==> src/rtl/control_pipe_pkg.sv <==
// rtl/control_pipe_pkg.sv - control word layout, opcode encodings and bubble constant
package control_pipe_pkg;

    localparam int CTRL_W = 8;
    localparam int REG_W  = 5;

    localparam int RW_B   = 7;
    localparam int M2R_B  = 6;
    localparam int MR_B   = 5;
    localparam int MW_B   = 4;
    localparam int ASRC_B = 3;
    localparam int AOP_HI = 2;
    localparam int AOP_LO = 1;
    localparam int RDST_B = 0;

    localparam logic [CTRL_W-1:0] CTRL_RTYPE = 8'h81;
    localparam logic [CTRL_W-1:0] CTRL_ORI   = 8'h8A;
    localparam logic [CTRL_W-1:0] CTRL_ADDI  = 8'h8C;
    localparam logic [CTRL_W-1:0] CTRL_LW    = 8'hEC;
    localparam logic [CTRL_W-1:0] CTRL_SW    = 8'h1C;
    localparam logic [CTRL_W-1:0] CTRL_BEQ   = 8'h0C;
    localparam logic [CTRL_W-1:0] CTRL_J     = 8'h00;
    localparam logic [CTRL_W-1:0] BUBBLE     = 8'h00;

endpackage

==> src/rtl/control_pipe_hazard_detect.sv <==
// rtl/control_pipe_hazard_detect.sv - load-use hazard detection with flush override
module hazard_detect
    import control_pipe_pkg::*;
(
    input  logic             idex_mem_read,
    input  logic [REG_W-1:0] idex_wreg,
    input  logic [REG_W-1:0] rs,
    input  logic [REG_W-1:0] rt,
    input  logic             flush,
    output logic             haz,
    output logic             stall
);

    // $0 is hardwired, so a load targeting it never creates a real dependency
    assign haz = idex_mem_read && (idex_wreg != '0) &&
                 ((idex_wreg == rs) || (idex_wreg == rt));

    // A wrong-path instruction is discarded rather than held
    assign stall = haz && !flush;

endmodule

==> src/rtl/control_pipe.sv <==
// rtl/control_pipe.sv - ID/EX, EX/MEM, MEM/WB control registers with load-use stall and flush
module control_pipe
    import control_pipe_pkg::*;
(
    input  logic              clk_i,
    input  logic              rst_i,
    input  logic [CTRL_W-1:0] ctrl_i,
    input  logic [REG_W-1:0]  rs_i,
    input  logic [REG_W-1:0]  rt_i,
    input  logic [REG_W-1:0]  rd_i,
    input  logic              flush_i,
    output logic              stall_o,
    output logic              ex_alusrc_o,
    output logic [1:0]        ex_aluop_o,
    output logic              ex_regdst_o,
    output logic [REG_W-1:0]  ex_wreg_o,
    output logic              mem_read_o,
    output logic              mem_write_o,
    output logic              mem_regwrite_o,
    output logic [REG_W-1:0]  mem_wreg_o,
    output logic              wb_regwrite_o,
    output logic              wb_memtoreg_o,
    output logic [REG_W-1:0]  wb_wreg_o
);

    logic [CTRL_W-1:0] idex_ctrl;
    logic [REG_W-1:0]  idex_wreg;

    logic              exmem_regwrite;
    logic              exmem_memtoreg;
    logic              exmem_read;
    logic              exmem_write;
    logic [REG_W-1:0]  exmem_wreg;

    logic              memwb_regwrite;
    logic              memwb_memtoreg;
    logic [REG_W-1:0]  memwb_wreg;

    logic              haz;
    logic [REG_W-1:0]  id_wreg;

    assign id_wreg = ctrl_i[RDST_B] ? rd_i : rt_i;

    hazard_detect u_hazard_detect (
        .idex_mem_read (idex_ctrl[MR_B]),
        .idex_wreg     (idex_wreg),
        .rs            (rs_i),
        .rt            (rt_i),
        .flush         (flush_i),
        .haz           (haz),
        .stall         (stall_o)
    );

    always_ff @(posedge clk_i or posedge rst_i) begin
        if (rst_i) begin
            idex_ctrl <= BUBBLE;
            idex_wreg <= '0;
        end else if (haz || flush_i) begin
            idex_ctrl <= BUBBLE;
            idex_wreg <= '0;
        end else begin
            idex_ctrl <= ctrl_i;
            idex_wreg <= id_wreg;
        end
    end

    // Downstream stages never freeze; only the fields later stages consume are carried
    always_ff @(posedge clk_i or posedge rst_i) begin
        if (rst_i) begin
            exmem_regwrite <= 1'b0;
            exmem_memtoreg <= 1'b0;
            exmem_read     <= 1'b0;
            exmem_write    <= 1'b0;
            exmem_wreg     <= '0;
            memwb_regwrite <= 1'b0;
            memwb_memtoreg <= 1'b0;
            memwb_wreg     <= '0;
        end else begin
            exmem_regwrite <= idex_ctrl[RW_B];
            exmem_memtoreg <= idex_ctrl[M2R_B];
            exmem_read     <= idex_ctrl[MR_B];
            exmem_write    <= idex_ctrl[MW_B];
            exmem_wreg     <= idex_wreg;
            memwb_regwrite <= exmem_regwrite;
            memwb_memtoreg <= exmem_memtoreg;
            memwb_wreg     <= exmem_wreg;
        end
    end

    assign ex_alusrc_o    = idex_ctrl[ASRC_B];
    assign ex_aluop_o     = idex_ctrl[AOP_HI:AOP_LO];
    assign ex_regdst_o    = idex_ctrl[RDST_B];
    assign ex_wreg_o      = idex_wreg;
    assign mem_read_o     = exmem_read;
    assign mem_write_o    = exmem_write;
    assign mem_regwrite_o = exmem_regwrite;
    assign mem_wreg_o     = exmem_wreg;
    assign wb_regwrite_o  = memwb_regwrite;
    assign wb_memtoreg_o  = memwb_memtoreg;
    assign wb_wreg_o      = memwb_wreg;

endmodule

==> config.mk <==
export PLATFORM = sky130hd
export DESIGN_NAME = control_pipe
export DESIGN_NICKNAME = d
export VERILOG_FILES = /design/src/rtl/control_pipe_pkg.sv /design/src/rtl/control_pipe_hazard_detect.sv /design/src/rtl/control_pipe.sv
export SDC_FILE = /design/constraint.sdc
export NUM_CORES = 1
export LEC_CHECK = 0
export ABC_AREA = 1
export ABC_CLOCK_PERIOD_IN_PS = 2000
export CORE_ASPECT_RATIO = 1.75
export CORE_MARGIN = 3
export CORE_UTILIZATION = 46
export CTS_BUF_LIST = sky130_fd_sc_hd__clkbuf_8
export CTS_CLUSTER_DIAMETER = 200
export CTS_CLUSTER_SIZE = 12
export DETAILED_ROUTE_END_ITERATION = 10
export PLACE_DENSITY = 0.94
export SLEW_MARGIN = 20
export SYNTH_ARGS = -nofsm -noshare
export SYNTH_HDL_FRONTEND = slang
export SYNTH_SLANG_ARGS = --single-unit
export TNS_END_PERCENT = 100
==> constraint.sdc <==
create_clock -name clk_i -period 2 [get_ports clk_i]
set_clock_uncertainty 0.15 [all_clocks]
set_input_delay 0.4 -clock clk_i [delete_from_list [all_inputs] [get_ports clk_i]]
set_output_delay 0.4 -clock clk_i [all_outputs]
set_load 0.01 [all_outputs]
-- After elaboration in Yosys (flattened, before gate mapping)
Index checks and enable logic that the tools add are counted.
- equality and inequality tests: 2
- mux-type cells: 3
- reduce and logical (&&, ||, !) cells: 7
- operator list (kind ; count):
    5-bit equality test ; 2
    5-bit 2-to-1 mux ; 2
    8-bit 2-to-1 mux ; 1
    5-bit nonzero test ; 1
    1-bit logical AND ; 3
    1-bit logical OR ; 2
    1-bit zero test ; 1
- flip-flop bits (word level): 29
- input bits: 26
- output and inout bits: 25

-- Depth between registers and ports, before layout
- depth in word-level cells: 5
- mapped depth: 10
- gate-level depth less buffers: 9

-- By module
From an unflattened synthesis, not the netlist that was laid out.
- cell total of the unflattened synthesis: 129
- area total of the unflattened synthesis: 1139.8 um2
- by module, submodules not included (module ; times used ; cells an instance ; area each (um2)):
    control_pipe ; 1 ; 76 ; 920.9
    hazard_detect ; 1 ; 53 ; 219.0

-- Worst setup path after synthesis
OpenSTA, ideal clock, no wires.
- kind: reg-to-output
- start: register idex_wreg[1] (netlist: ex_wreg_o[1])
- end: output stall_o
- arrival time: 1040 ps
- data required time: 1450 ps
- slack: 410 ps
- stages on the path, launching flop included: 9
- cell sequence: dfrtp_1 > inv_1 > nand2_1 > nand2_1 > nor2_1 > nand3_1 > nand2_1 > nand2_2 > nor2_1
- word-level cells in the longest chain between the ends: 4
- elaborated cells between the ends (all ways): 7
- classes of those cells: eq/ne (2); reduce/logical (5)
- RTL lines (item ; line ; source):
    start, declared ; control_pipe.sv:27 ; logic [REG_W-1:0] idex_wreg;
    start signal, assigned ; control_pipe.sv:63 ; idex_wreg <= id_wreg;
    5-bit equality test or 5-bit nonzero test (tied branches) ; control_pipe_hazard_detect.sv:16, control_pipe_hazard_detect.sv:15 ;
    1-bit logical OR or 1-bit logical AND (tied branches) ; control_pipe_hazard_detect.sv:16, control_pipe_hazard_detect.sv:15 ;
    1-bit logical AND * ; control_pipe_hazard_detect.sv:15 ; assign haz = idex_mem_read && (idex_wreg != '0) &&
    1-bit logical AND * ; control_pipe_hazard_detect.sv:19 ; assign stall = haz && !flush;
    end, declared ; control_pipe.sv:12 ; output logic stall_o,
Mark *: on every way between the ends. The rest lies on a longest branch, timed or not.

-- Worst setup path after layout
- start: register idex_wreg[2] (netlist: ex_wreg_o[2])
- end: output stall_o
The elaborated chain is that of the path after synthesis.

==> impl_metrics.tcl <==
set metrics [dict create \
    grt_pass1_vias 1025 \
    syn_inst 115 \
    start_util_pct 49.1 \
    max-slew-margin-rel_pct 76.1 \
    firstDrtPassIters 4 \
    violations "negative setup slack" \
    gp_congestion 0.843 \
    post-route-cell-area_um2 1790 \
    port_buffers 50 \
    viasPerCell 4.67 \
    cts_buffers 5 \
    critPathLaunchType "flip-flop" \
    wirelength_um 2800 \
    drive_gt1_share_pct 20.7 \
    antenna_cells 0 \
    grt_pass1_wl_um 4540 \
    clockBufferDepth 2 \
    die_area_um2 3150 \
    power_leakage_nw 0.945 \
    hold_viol 0 \
    peakVddDrop_mv 0.540 \
    cts_tree "yes" \
    min_period_over_period_pct 102 \
    cp_max_fo 4 \
    core_area_um2 2330 \
    fp.dieH_um 72.0 \
    finalCriticalPeriod_ps 2050 \
    fin_ws_ps -45.5 \
    maxSlewViolCount 0 \
    syn_avg_cell_area_um2 9.96 \
    ys_seq_elements 29 \
    worst_setup_path_end_kind "primary output" \
    clkSinkCount 29 \
    drtIter0Drc 9 \
    synth_cell_types 18 \
    drcViolationCount 0 \
    yosysWarnings 0 \
    syn_nets 141 \
    hold_class "flip-flop to flip-flop" \
    nets 204 \
    dp_hpwl_um 2150 \
    grt_usage_pct 20.0 \
    setup_viol 1 \
    ant_nets 0 \
    path_clk_slew_ps 60 \
    worst-setup-path-type "flip-flop to primary output" \
    place_area_um2 1710 \
    cts.htree.levels 2 \
    globalRoute.totalOverflow 0 \
    io_pins 51 \
    wire_per_inst_um 13.7 \
    dr_total_vias 952 \
    die_x_um 43.7 \
    status "finished, violations left" \
    rsz0062_at_grt "true" \
    antenna_found_initial 0 \
    max_freq_mhz 489 \
    seq_area_frac_synth_pct 63.4 \
    worst_pin_slew_ps 359 \
    grt_max_degree 30 \
    cp.required_ps 1450 \
    hold_buffers 0 \
    pre_cts_ws_ps -587 \
    syn-cell-area_um2 1140 \
    area_delta_synth_final_pct 56.4 \
    clock-root-buffer "clkbuf_8" \
    insertion_delay_ps 270 \
    maxCapViolCount 0 \
    power.density_nw_per_um2 737 \
    rows 23 \
    arrival_ps 1500 \
]
## layer usage
| layer | part of all wire (%) | vias up | track usage (%) |
|---|---|---|---|
| met4 | 2.9 | 0 | 11.1 |
| met3 | 6.3 | 7 | 6.95 |
| met2 | 56 | 43 | 34.3 |
| met5 | 0 | - | 0 |
| met1 | 35 | 447 | 20.4 |
| li1 | - | 455 | - |
## cells in the mapped netlist
library cell / count / area [um^2]
xnor2_1: 2 / 17.5
a21oi_1: 3 / 15.0
buf_4: 2 / 15.0
nor2_4: 1 / 11.3
nand2_2: 1 / 6.26
buf_12: 1 / 20.0
inv_1: 20 / 75.1
nand4_1: 1 / 6.26
buf_1: 1 / 3.75
inv_2: 3 / 11.3
mux2i_1: 2 / 20.0
nand2_1: 23 / 86.3
nor2_2: 9 / 56.3
o21ai_1: 1 / 5.00
nor2_1: 13 / 48.8
nand2_4: 1 / 11.3
nand3_1: 2 / 10.0
dfrtp_1: 29 / 726
## through the flow
| stage | setup TNS, ps | total power [mW] | util [%] | cells | hold WS (ps) |
|---|---|---|---|---|---|
| 2_1_floorplan | 0 | 0.744 | - | 115 | 181 |
| 3_3_place_gp | -556 | 0.871 | 73.2 | 195 | 182 |
| 3_5_place_dp | -587 | 0.884 | 73.2 | 195 | 187 |
| 4_1_cts | -67.9 | 1.32 | 76.2 | 203 | 202 |
| 5_1_grt | -133 | 1.38 | 76.8 | 204 | 208 |
| 6_report | -45.5 | 1.32 | 76.8 | 204 | 197 |
## registers in the layout (all words and copies together) (netlist names)
signal	cells
mem_regwrite_o	1
exmem_memtoreg	1
wb_memtoreg_o	1
wb_regwrite_o	1
idex_ctrl	8
ex_wreg_o	5
mem_read_o	1
mem_wreg_o	5
mem_write_o	1
wb_wreg_o	5
## cell type report
type	count	area (um^2)
clock buffer	5	68.8
clock inverter	3	13.8
fill	145	541
inverter	23	86.3
multi-input combinational	59	297
sequential	29	728
tap	25	31.3
timing repair buffer	60	566
## cells by family (layout without fill, tap and decap cells)
family          after synthesis  count (layout)  synth area share [%]
xor+xnor                      2               2                  1.53
buf+inv                      27              91                  10.9
compound gates                4               4                  1.75
mux                           2               2                  1.75
simple gates                 51              51                  20.7
flops                        29              29                  63.4
## placed cells by master, fill, tap and decap left out
master,n
clkdlybuf4s50_1,39
dfrtp_1,27
nand2_1,23
inv_1,20
nor2_1,12
nor2_2,10
dlygate4sd2_1,9
buf_4,9
clkbuf_8,5
inv_2,4
a21oi_1,3
xnor2_1,2
nand3_1,2
mux2i_1,2
clkinv_2,2
dfrtp_2,2
nand4_1,1
o21ai_1,1
nand2_2,1
nand2_4,1
nor2_4,1
dlymetal6s2s_1,1
buf_2,1
buf_6,1
## power breakdown
group          switching [mW]  internal [mW]  leakage [nW]
Sequential             0.0184          0.622         0.373
Clock                   0.213          0.235        0.0491
Combinational           0.102          0.128         0.523
Total                   0.334          0.985         0.945
## worst paths after layout
path | from | to | slack (ps) | depth (start not counted)
max in group asynchronous | rst_i | ex_wreg_o[2] | 1070 | 3
max | ex_wreg_o[2] | stall_o | -50 | 8
min in group asynchronous | rst_i | wb_memtoreg_o | 340 | 3
max reg2reg | ex_wreg_o[2] | idex_ctrl[0] | 460 | 8
min reg2reg | idex_ctrl[6] | exmem_memtoreg | 200 | 0
min | idex_ctrl[6] | exmem_memtoreg | 200 | 0
## critical path: stages, from the launching register on
cell     delay (ps)
dfrtp_2         440
inv_2            90
buf_6            90
nand4_1         100
o21ai_1         170
inv_1            70
nand2_2         100
nor2_2           40
buf_2           130
## repair_timing
action,CTS,global route
gates resized for setup,16,3
setup endpoints to repair,1,1
setup buffers,1,1
pin swaps,7,3
Power figures use the tool's default switching activity.
